===== src/rtl/pc_pkg.sv =====
// Shared definitions for the program counter: the operation type selected
// each cycle and the fixed-priority decoder that picks it from the raw
// request lines.
package pc_pkg;

    // One operation is applied per clock; PC_HOLD keeps the current address.
    typedef enum logic [2:0] {
        PC_HOLD,
        PC_INC,
        PC_BRANCH,
        PC_JUMP,
        PC_CALL,
        PC_RET
    } pc_op_e;

    // Fixed priority: call > ret > jump > branch > increment > hold.
    // Builds without a return stack pass 1'b0 for call and ret.
    function automatic pc_op_e pc_decode(
        input logic call,
        input logic ret,
        input logic jump,
        input logic branch,
        input logic increment
    );
        pc_op_e op;
        if (call) begin
            op = PC_CALL;
        end else if (ret) begin
            op = PC_RET;
        end else if (jump) begin
            op = PC_JUMP;
        end else if (branch) begin
            op = PC_BRANCH;
        end else if (increment) begin
            op = PC_INC;
        end else begin
            op = PC_HOLD;
        end
        return op;
    endfunction

endpackage


===== src/rtl/pc_return_stack.sv =====
// LIFO of return addresses, STACK_DEPTH entries of ADDR_WIDTH bits.
// A push while full and a pop while empty are ignored; the caller owns the
// error reporting. If push and pop arrive together, push wins.
module pc_return_stack #(
    parameter int ADDR_WIDTH  = 5,
    parameter int STACK_DEPTH = 4
) (
    input  logic                  clock,
    input  logic                  reset,
    input  logic                  push,
    input  logic                  pop,
    input  logic [ADDR_WIDTH-1:0] push_data,
    output logic [ADDR_WIDTH-1:0] top_data,
    output logic                  full,
    output logic                  empty
);

    localparam int CNT_W = $clog2(STACK_DEPTH + 1);
    localparam int PTR_W = (STACK_DEPTH > 1) ? $clog2(STACK_DEPTH) : 1;
    localparam logic [CNT_W-1:0] DEPTH_CNT = CNT_W'(STACK_DEPTH);

    logic [CNT_W-1:0]      count_q;
    logic [CNT_W-1:0]      count_d;
    logic [ADDR_WIDTH-1:0] mem_q [STACK_DEPTH];
    logic [ADDR_WIDTH-1:0] mem_d [STACK_DEPTH];
    logic [PTR_W-1:0]      wr_ptr;
    logic [PTR_W-1:0]      rd_ptr;

    // The occupancy count is both the next free slot and one above the top.
    assign wr_ptr   = PTR_W'(count_q);
    assign rd_ptr   = PTR_W'(count_q - 1'b1);
    assign full     = (count_q == DEPTH_CNT);
    assign empty    = (count_q == '0);
    assign top_data = mem_q[rd_ptr];

    // Next occupancy and storage contents for the requested push or pop.
    always_comb begin
        // NOTE: every output of this block gets a default before any branch,
        // so no path leaves a value unassigned and no latch is inferred.
        count_d = count_q;
        mem_d   = mem_q;
        if (push && !full) begin
            mem_d[wr_ptr] = push_data;
            count_d       = count_q + 1'b1;
        end else if (pop && !empty) begin
            count_d = count_q - 1'b1;
        end
    end

    // Occupancy register; reset empties the stack.
    always_ff @(posedge clock or posedge reset) begin
        // NOTE: state is written with non-blocking assignments so every flop
        // samples the pre-edge values, independent of statement order.
        if (reset) begin
            count_q <= '0;
        end else begin
            count_q <= count_d;
        end
    end

    // Entry storage.
    // NOTE: the entries are deliberately not reset: an entry is only read
    // after it has been pushed, and clearing the count already empties the
    // stack, so a reset here would only add reset fan-out.
    always_ff @(posedge clock) begin
        mem_q <= mem_d;
    end

endmodule


===== src/rtl/program_counter.sv =====
// Program counter with increment, relative branch and absolute jump.
// Optional return stack (call/ret plus status outputs) is compiled in when
// the macro PC_CALL_STACK_EN is defined; without it STACK_DEPTH is unused.
module program_counter
    import pc_pkg::*;
#(
    parameter int          ADDR_WIDTH  = 5,
    parameter int unsigned RESET_ADDR  = 0,
    parameter int          STACK_DEPTH = 4
) (
    input  logic                  clock,
    input  logic                  reset,
    input  logic                  increment,
    input  logic                  branch,
    input  logic [ADDR_WIDTH-1:0] branch_offset,
    input  logic                  jump,
    input  logic [ADDR_WIDTH-1:0] jump_addr,
`ifdef PC_CALL_STACK_EN
    input  logic                  call,
    input  logic                  ret,
    output logic                  stack_empty,
    output logic                  stack_full,
    output logic                  stack_err,
`endif
    output logic [ADDR_WIDTH-1:0] pc
);

    localparam logic [ADDR_WIDTH-1:0] RESET_PC = ADDR_WIDTH'(RESET_ADDR);

    pc_op_e                op;
    logic [ADDR_WIDTH-1:0] pc_q;
    logic [ADDR_WIDTH-1:0] pc_d;
    logic [ADDR_WIDTH-1:0] pc_plus_one;
    logic [ADDR_WIDTH-1:0] pc_branch;

    // Both sums wrap modulo 2^ADDR_WIDTH. Adding the offset at the full
    // address width is the same as adding its sign extension, so a negative
    // displacement needs no special handling. Branches are relative to the
    // current pc, not pc+1.
    assign pc_plus_one = pc_q + ADDR_WIDTH'(1);
    assign pc_branch   = pc_q + branch_offset;

`ifdef PC_CALL_STACK_EN
    logic                  stk_push;
    logic                  stk_pop;
    logic                  stk_full;
    logic                  stk_empty;
    logic [ADDR_WIDTH-1:0] stk_top;
    logic                  stack_err_q;
    logic                  stack_err_d;

    assign op = pc_decode(call, ret, jump, branch, increment);

    pc_return_stack #(
        .ADDR_WIDTH  (ADDR_WIDTH),
        .STACK_DEPTH (STACK_DEPTH)
    ) u_return_stack (
        .clock     (clock),
        .reset     (reset),
        .push      (stk_push),
        .pop       (stk_pop),
        .push_data (pc_plus_one),
        .top_data  (stk_top),
        .full      (stk_full),
        .empty     (stk_empty)
    );

    // Stack side effects: a call on a full stack or a ret on an empty one
    // leaves the stack untouched and raises the error pulse instead.
    always_comb begin
        stk_push    = 1'b0;
        stk_pop     = 1'b0;
        stack_err_d = 1'b0;
        case (op)
            PC_CALL: begin
                stk_push    = !stk_full;
                stack_err_d = stk_full;
            end
            PC_RET: begin
                stk_pop     = !stk_empty;
                stack_err_d = stk_empty;
            end
            default: begin
            end
        endcase
    end

    // Error pulse register: high for the single cycle after the bad request,
    // aligned with the pc update that request caused.
    always_ff @(posedge clock or posedge reset) begin
        if (reset) begin
            stack_err_q <= 1'b0;
        end else begin
            stack_err_q <= stack_err_d;
        end
    end

    assign stack_err   = stack_err_q;
    assign stack_full  = stk_full;
    assign stack_empty = stk_empty;
`else
    // No return stack in this build: call and ret can never be requested.
    localparam int unused_stack_depth = STACK_DEPTH;

    assign op = pc_decode(1'b0, 1'b0, jump, branch, increment);
`endif

    // Next-address selection for the decoded operation.
    always_comb begin
        pc_d = pc_q;
        case (op)
            PC_INC:    pc_d = pc_plus_one;
            PC_BRANCH: pc_d = pc_branch;
            PC_JUMP:   pc_d = jump_addr;
`ifdef PC_CALL_STACK_EN
            // A call still jumps when the push had to be discarded.
            PC_CALL:   pc_d = jump_addr;
            // A ret with nothing to return to falls through like increment.
            PC_RET:    pc_d = stk_empty ? pc_plus_one : stk_top;
`endif
            default:   pc_d = pc_q;
        endcase
    end

    // Program-counter register; reset forces the start address at once.
    always_ff @(posedge clock or posedge reset) begin
        if (reset) begin
            pc_q <= RESET_PC;
        end else begin
            pc_q <= pc_d;
        end
    end

    assign pc = pc_q;

endmodule


===== config.mk =====
export PLATFORM = sky130hd
export DESIGN_NAME = program_counter
export DESIGN_NICKNAME = d
export VERILOG_FILES = /design/src/rtl/pc_pkg.sv /design/src/rtl/pc_return_stack.sv /design/src/rtl/program_counter.sv
export SDC_FILE = /design/constraint.sdc
export NUM_CORES = 1
export LEC_CHECK = 0
export CORE_AREA = 2 2 39 41
export DETAILED_ROUTE_END_ITERATION = 16
export DIE_AREA = 0 0 41 43
export GPL_TIMING_DRIVEN = 0
export PLACE_DENSITY = 0.71
export SLEW_MARGIN = 20
export SYNTH_ARGS = -nofsm -noshare
export SYNTH_HDL_FRONTEND = slang
export SYNTH_SLANG_ARGS = --single-unit

===== constraint.sdc =====
create_clock -name clock -period 5 [get_ports clock]
set_input_delay 1.5 -clock clock [delete_from_list [all_inputs] [get_ports clock]]
set_output_delay 1.5 -clock clock [all_outputs]
set_load 0.02 [all_outputs]

**Word-level counts from Yosys, hierarchy flattened**

Index checks and enable logic that the tools add are counted.

- Logic and storage cells: 11
- Input port bits: 15
- Register bits: 5
- Output and inout port bits: 5

- Reductions and logical operators: 1
- Mux-type cells: 4
- Equal/unequal tests: 3
- Add/subtract/negate cells: 2

Operators with widths:

| operator | count |
|---|---|
| case mux 5 bit (3 select lines) | 1 |
| == test 3 x 2 -> 1 bit (second input constant) | 2 |
| adder 5 x 1 -> 5 bit (second input constant) | 1 |
| adder 5 bit | 1 |
| 2-to-1 mux 2 bit | 2 |
| == test 3 x 1 -> 1 bit (second input constant) | 1 |
| nonzero test 3 bit | 1 |
| 2-to-1 mux 1 bit | 1 |

**Longest topological paths before layout**

Gate-level depths: netlist of run 1.

- Word-level depth: 5
- Gate-level depth with buffers: 11
- Mapped depth without buffers: 10

**Worst setup path after synthesis of run 1**

No wires, ideal clock.

- Kind: in2reg
- Start: in jump
- End: reg pc_q[4], in the netlist pc[4]
- Stages: 9
- Setup slack: 1872 ps
- Required time: 4878 ps
- Arrival: 3005 ps
- Cells stage by stage: buf_4 nor2b_1 nand2_1 fa_1 nand2b_1 a21oi_2 xor2_1 o41ai_1 nand2b_1

- Longest elaborated chain between the ends: 3
- Elaborated cells on any way between the ends: 6

RTL lines:

| item | RTL line | source |
|---|---|---|
| from (decl) | program_counter.sv:16 | `input logic jump,` |
| 2-to-1 mux 2 bit * | pc_pkg.sv:30 | `end else if (jump) begin` |
| == test 3 x 2 -> 1 bit or == test 3 x 1 -> 1 bit (tied branches) | program_counter.sv:111 | `case (op)` |
| case mux 5 bit (3 select lines) or nonzero test 3 bit (tied branches) | - |  |
| to (signal assigned) | program_counter.sv:130 | `pc_q <= pc_d;` |
| to (decl) | program_counter.sv:31 | `logic [ADDR_WIDTH-1:0] pc_q;` |

Mark *: on every way between the ends. The rest lies on a longest branch, timed or not.
A chain may end at the register's enable or synchronous reset.

**Worst setup path after layout of run 1**

- Start: in branch
- End: reg pc_q[4], in the netlist pc[4]

- Longest elaborated chain between the ends: 4
- Elaborated cells on any way between the ends: 7

RTL lines:

| item | RTL line | source |
|---|---|---|
| from (decl) | program_counter.sv:14 | `input logic branch,` |
| 2-to-1 mux 2 bit * | pc_pkg.sv:32 | `end else if (branch) begin` |
| 2-to-1 mux 2 bit * | pc_pkg.sv:30 |  |
| == test 3 x 2 -> 1 bit or == test 3 x 1 -> 1 bit (tied branches) | program_counter.sv:111 |  |
| case mux 5 bit (3 select lines) or nonzero test 3 bit (tied branches) | - |  |

Marks and branches as above.

==> impl_results.md, run 1 <==
- First DRT Iteration DRCs: 4
- Syn_nets: 72
- Largest family of logic cells by synthesized area: simple AND/OR/NAND/NOR gates
- Final Cycle Share: 69.48%
- FF-to-FF setup slack: 3.13 ns
- Initial cell density of the core: 31.10%
- Post-Syn Area: 430.4 um^2
- Cts repair resizes: 0
- # hold bufs at CTS: 0
- Worst-path clk slew: 0.04 ns
- Biggest cell delay along the critical path: 0.49 ns
- Routed WL: 896 um
- Top cell type's share of synthesized area: 29.07%
- CTS tree: yes
- First-pass GRT wire length: 1462 um
- Fraction of layout cells with a size suffix above 1: 9.459%
- Antenna cells: 0
- Tmin final: 3.474 ns
- Synth-to-layout area growth: 52.62%
- FP Rows: 14
- Sum of negative setup slack: 0 ns
- # IOs: 20
- Yosys cell types: 21
- Die Y: 43 um
- Synthesized-area fraction occupied by xor and xnor cells: 6.105%
- Drc violations: 0
- Crit. End Element: register
- Syn avg cell area: 8.277 um^2
- Detail Route Antenna Nets: 0
- Total grt overflow: 0
- Initial DRT Pass Iterations: 3
- # H-tree levels: 1
- Hold crit path type: register to register
- Top cells by area, synth: dfrtp_1 (29%), ha_1 (12%), a21oi_1 (7.0%)
- Synth Area in Compound Gates: 15.99%
- Worst Path Arrival: 3.65 ns
- WL per Instance: 9.956 um
- Pwr/cell area: 292.1 mW/mm^2
- Synth Area in Simple Gates: 24.13%
- GRT Util Overall: 12.56%
- MaxCap Viol Count: 0
- CTS max path bufs: 2
- Via count: 400
- Setup repair bufs after CTS: 0
- Required time of the critical path: 5.17 ns
- Sequential-to-total area share from yosys stat: 29.07%
- CP startpoint kind: primary input
- Initial antenna violation count: 0
- Status: complete, no violations
- Total CTS buffers: 3
- Worst path most repeated cell: nand2b_1
- FF+latch count, synth: 5
- Largest net degree at the start of global routing: 11
- Detailed-placement wirelength estimate: 785.5 um
- Die Width: 41 um
- CP cell instances: clkdlybuf4s50_1 > nor2b_1 > nand2_1 > fa_1 > nand2b_1 > a21oi_2 > xor2_1 > o41ai_1 > nand2b_1
- Slew Limit Fails: 0
- # fillers: 153
- Final Hold Violating Endpoints: 0
- Post-synthesis adder-cell area fraction: 16.28%
- Nets: 95
- Final setup violation count: 0
- Sink Count: 5
- Vias in the first global route: 372
- Static Leak: 0.3044 nW
- Core Box Area: 0.001384 mm^2
- CTS root buf: clkbuf_4
- Kind of critical path: primary input to register
- Die Area: 0.001763 mm^2
- # port buffers: 18
- Slew @ Worst Pin: 0.3126 ns
- Multiplexer share of the synthesized area: 2.326%
- Vias per inst: 4.444
- Worst vdd ir: 0.1217 mV
- Commonest non-fill, non-tap cells in the layout: clkdlybuf4s50_1 (18), nor2_1 (7), a21oi_1 (6), nand2_1 (6)
- Fmax: 0.2879 GHz
- Syn Inst Count: 52
- CP max stage cell: clkdlybuf4s50_1
- YS warnings: 0
- Max reg flops: 5
- Clk_skew: 0.0008861 ns
- Worst-Skew Late Latency: 0.24 ns
- Max FO, Critical Path: 4
- Most common cell after layout, fill and taps aside: clkdlybuf4s50_1
- Power Total: 0.1919 mW
- Final Wtd Congestion: 0.7543
- Rel. slew slack: 78.89%
- RSZ-0062 raised after global routing: no
- Yosys top cell by area: dfrtp_1
## final timing paths
kind	cells after the start	to	from
worst min register to register	2	pc[0]	pc[0]
min in group asynchronous	2	pc[4]	reset
worst max register to register	8	pc[4]	pc[0]
worst min-delay path	2	pc[0]	pc[0]
worst max-delay path	9	pc[4]	branch
max in group asynchronous	2	pc[0]	reset
## kinds of logic after synthesis
kind of cell | after synthesis
compound gates | 11
xor+xnor | 3
fa+ha+maj | 5
buf+inv | 6
flops | 5
mux | 1
simple gates | 21
## metal layers
layer / share of wire [%] / global-route usage [%] / up-vias
met5: 0 / 0 / -
met4: 0 / 8.000 / 0
met3: 2.3 / 3.141 / 0
met2: 53 / 19.06 / 5
met1: 45 / 14.90 / 180
li1: - / - / 215
## synthesized netlist by cell type (all sizes together)
| cell | n |
|---|---|
| fa | 1 |
| ha | 4 |
| xor2 | 2 |
| nor2b | 1 |
| dfrtp | 5 |
| nand2b | 3 |
| buf | 1 |
| a21oi | 7 |
| and2 | 2 |
| xnor2 | 1 |
| o211ai | 1 |
| a31oi | 1 |
| nor2 | 9 |
| mux2i | 1 |
| nand2 | 6 |
| inv | 5 |
| o41ai | 1 |
| a21o | 1 |
## where the power goes
part | internal [mW] | switching, mW | total, mW
registers | 0.0491 | 0.00778 | 0.0569
clock network | 0.0301 | 0.0152 | 0.0453
logic | 0.0473 | 0.0425 | 0.0897
total | 0.126 | 0.0654 | 0.192
## metrics by stage
step	area [um^2]	hold slack [ns]	setup WS, ns	instances	util [%]
2_1_floorplan	430.4	0.6526	1.872	52	-
3_3_place_gp	630.6	0.5626	1.274	86	45.57
3_5_place_dp	630.6	0.5741	1.223	86	45.57
4_1_cts	656.9	0.5832	1.466	90	47.47
5_1_grt	656.9	0.6004	1.273	90	47.47
6_report	656.9	0.5682	1.526	90	47.47
## critical path: cells and delay by family
kind	cells	cell delay (ns)
fa+ha+maj	1	0.42
xor+xnor	1	0.10
buf+inv	1	0.49
compound gates	2	0.42
simple gates	4	0.72
## final cells by class
cell class                      instances  area (um^2)  area share [%]
Buffer                                  1        7.507           1.143
Clock buffer                            4        26.28           4.000
Inverter                                5        18.77           2.857
Multi-Input combinational cell         41        279.0           42.48
Sequential cell                         5        125.1           19.05
Tap cell                               16        20.02           3.048
Timing Repair Buffer                   18        180.2           27.43
No activity file was read; power rests on OpenSTA's default activity.
==> inputs of run 2 (changes only) <==
==> constraint.sdc (replaced) <==
create_clock -name clock -period 3.6 [get_ports clock]
set_input_delay 1.08 -clock clock [delete_from_list [all_inputs] [get_ports clock]]
set_output_delay 1.08 -clock clock [all_outputs]
set_load 0.02 [all_outputs]
==> results of run 2 <==
Same layout as run 1 (identical final DEF). Status: complete, no violations.
Among the figures that moved: setup slack after placement 1.223 ns -> 0.2430 ns; setup slack after layout 1.526 ns -> 0.5460 ns; register-to-register setup slack 3.13 ns -> 1.73 ns; total power 0.1919 mW -> 0.2665 mW; worst IR drop on VDD 0.1217 mV -> 0.1690 mV
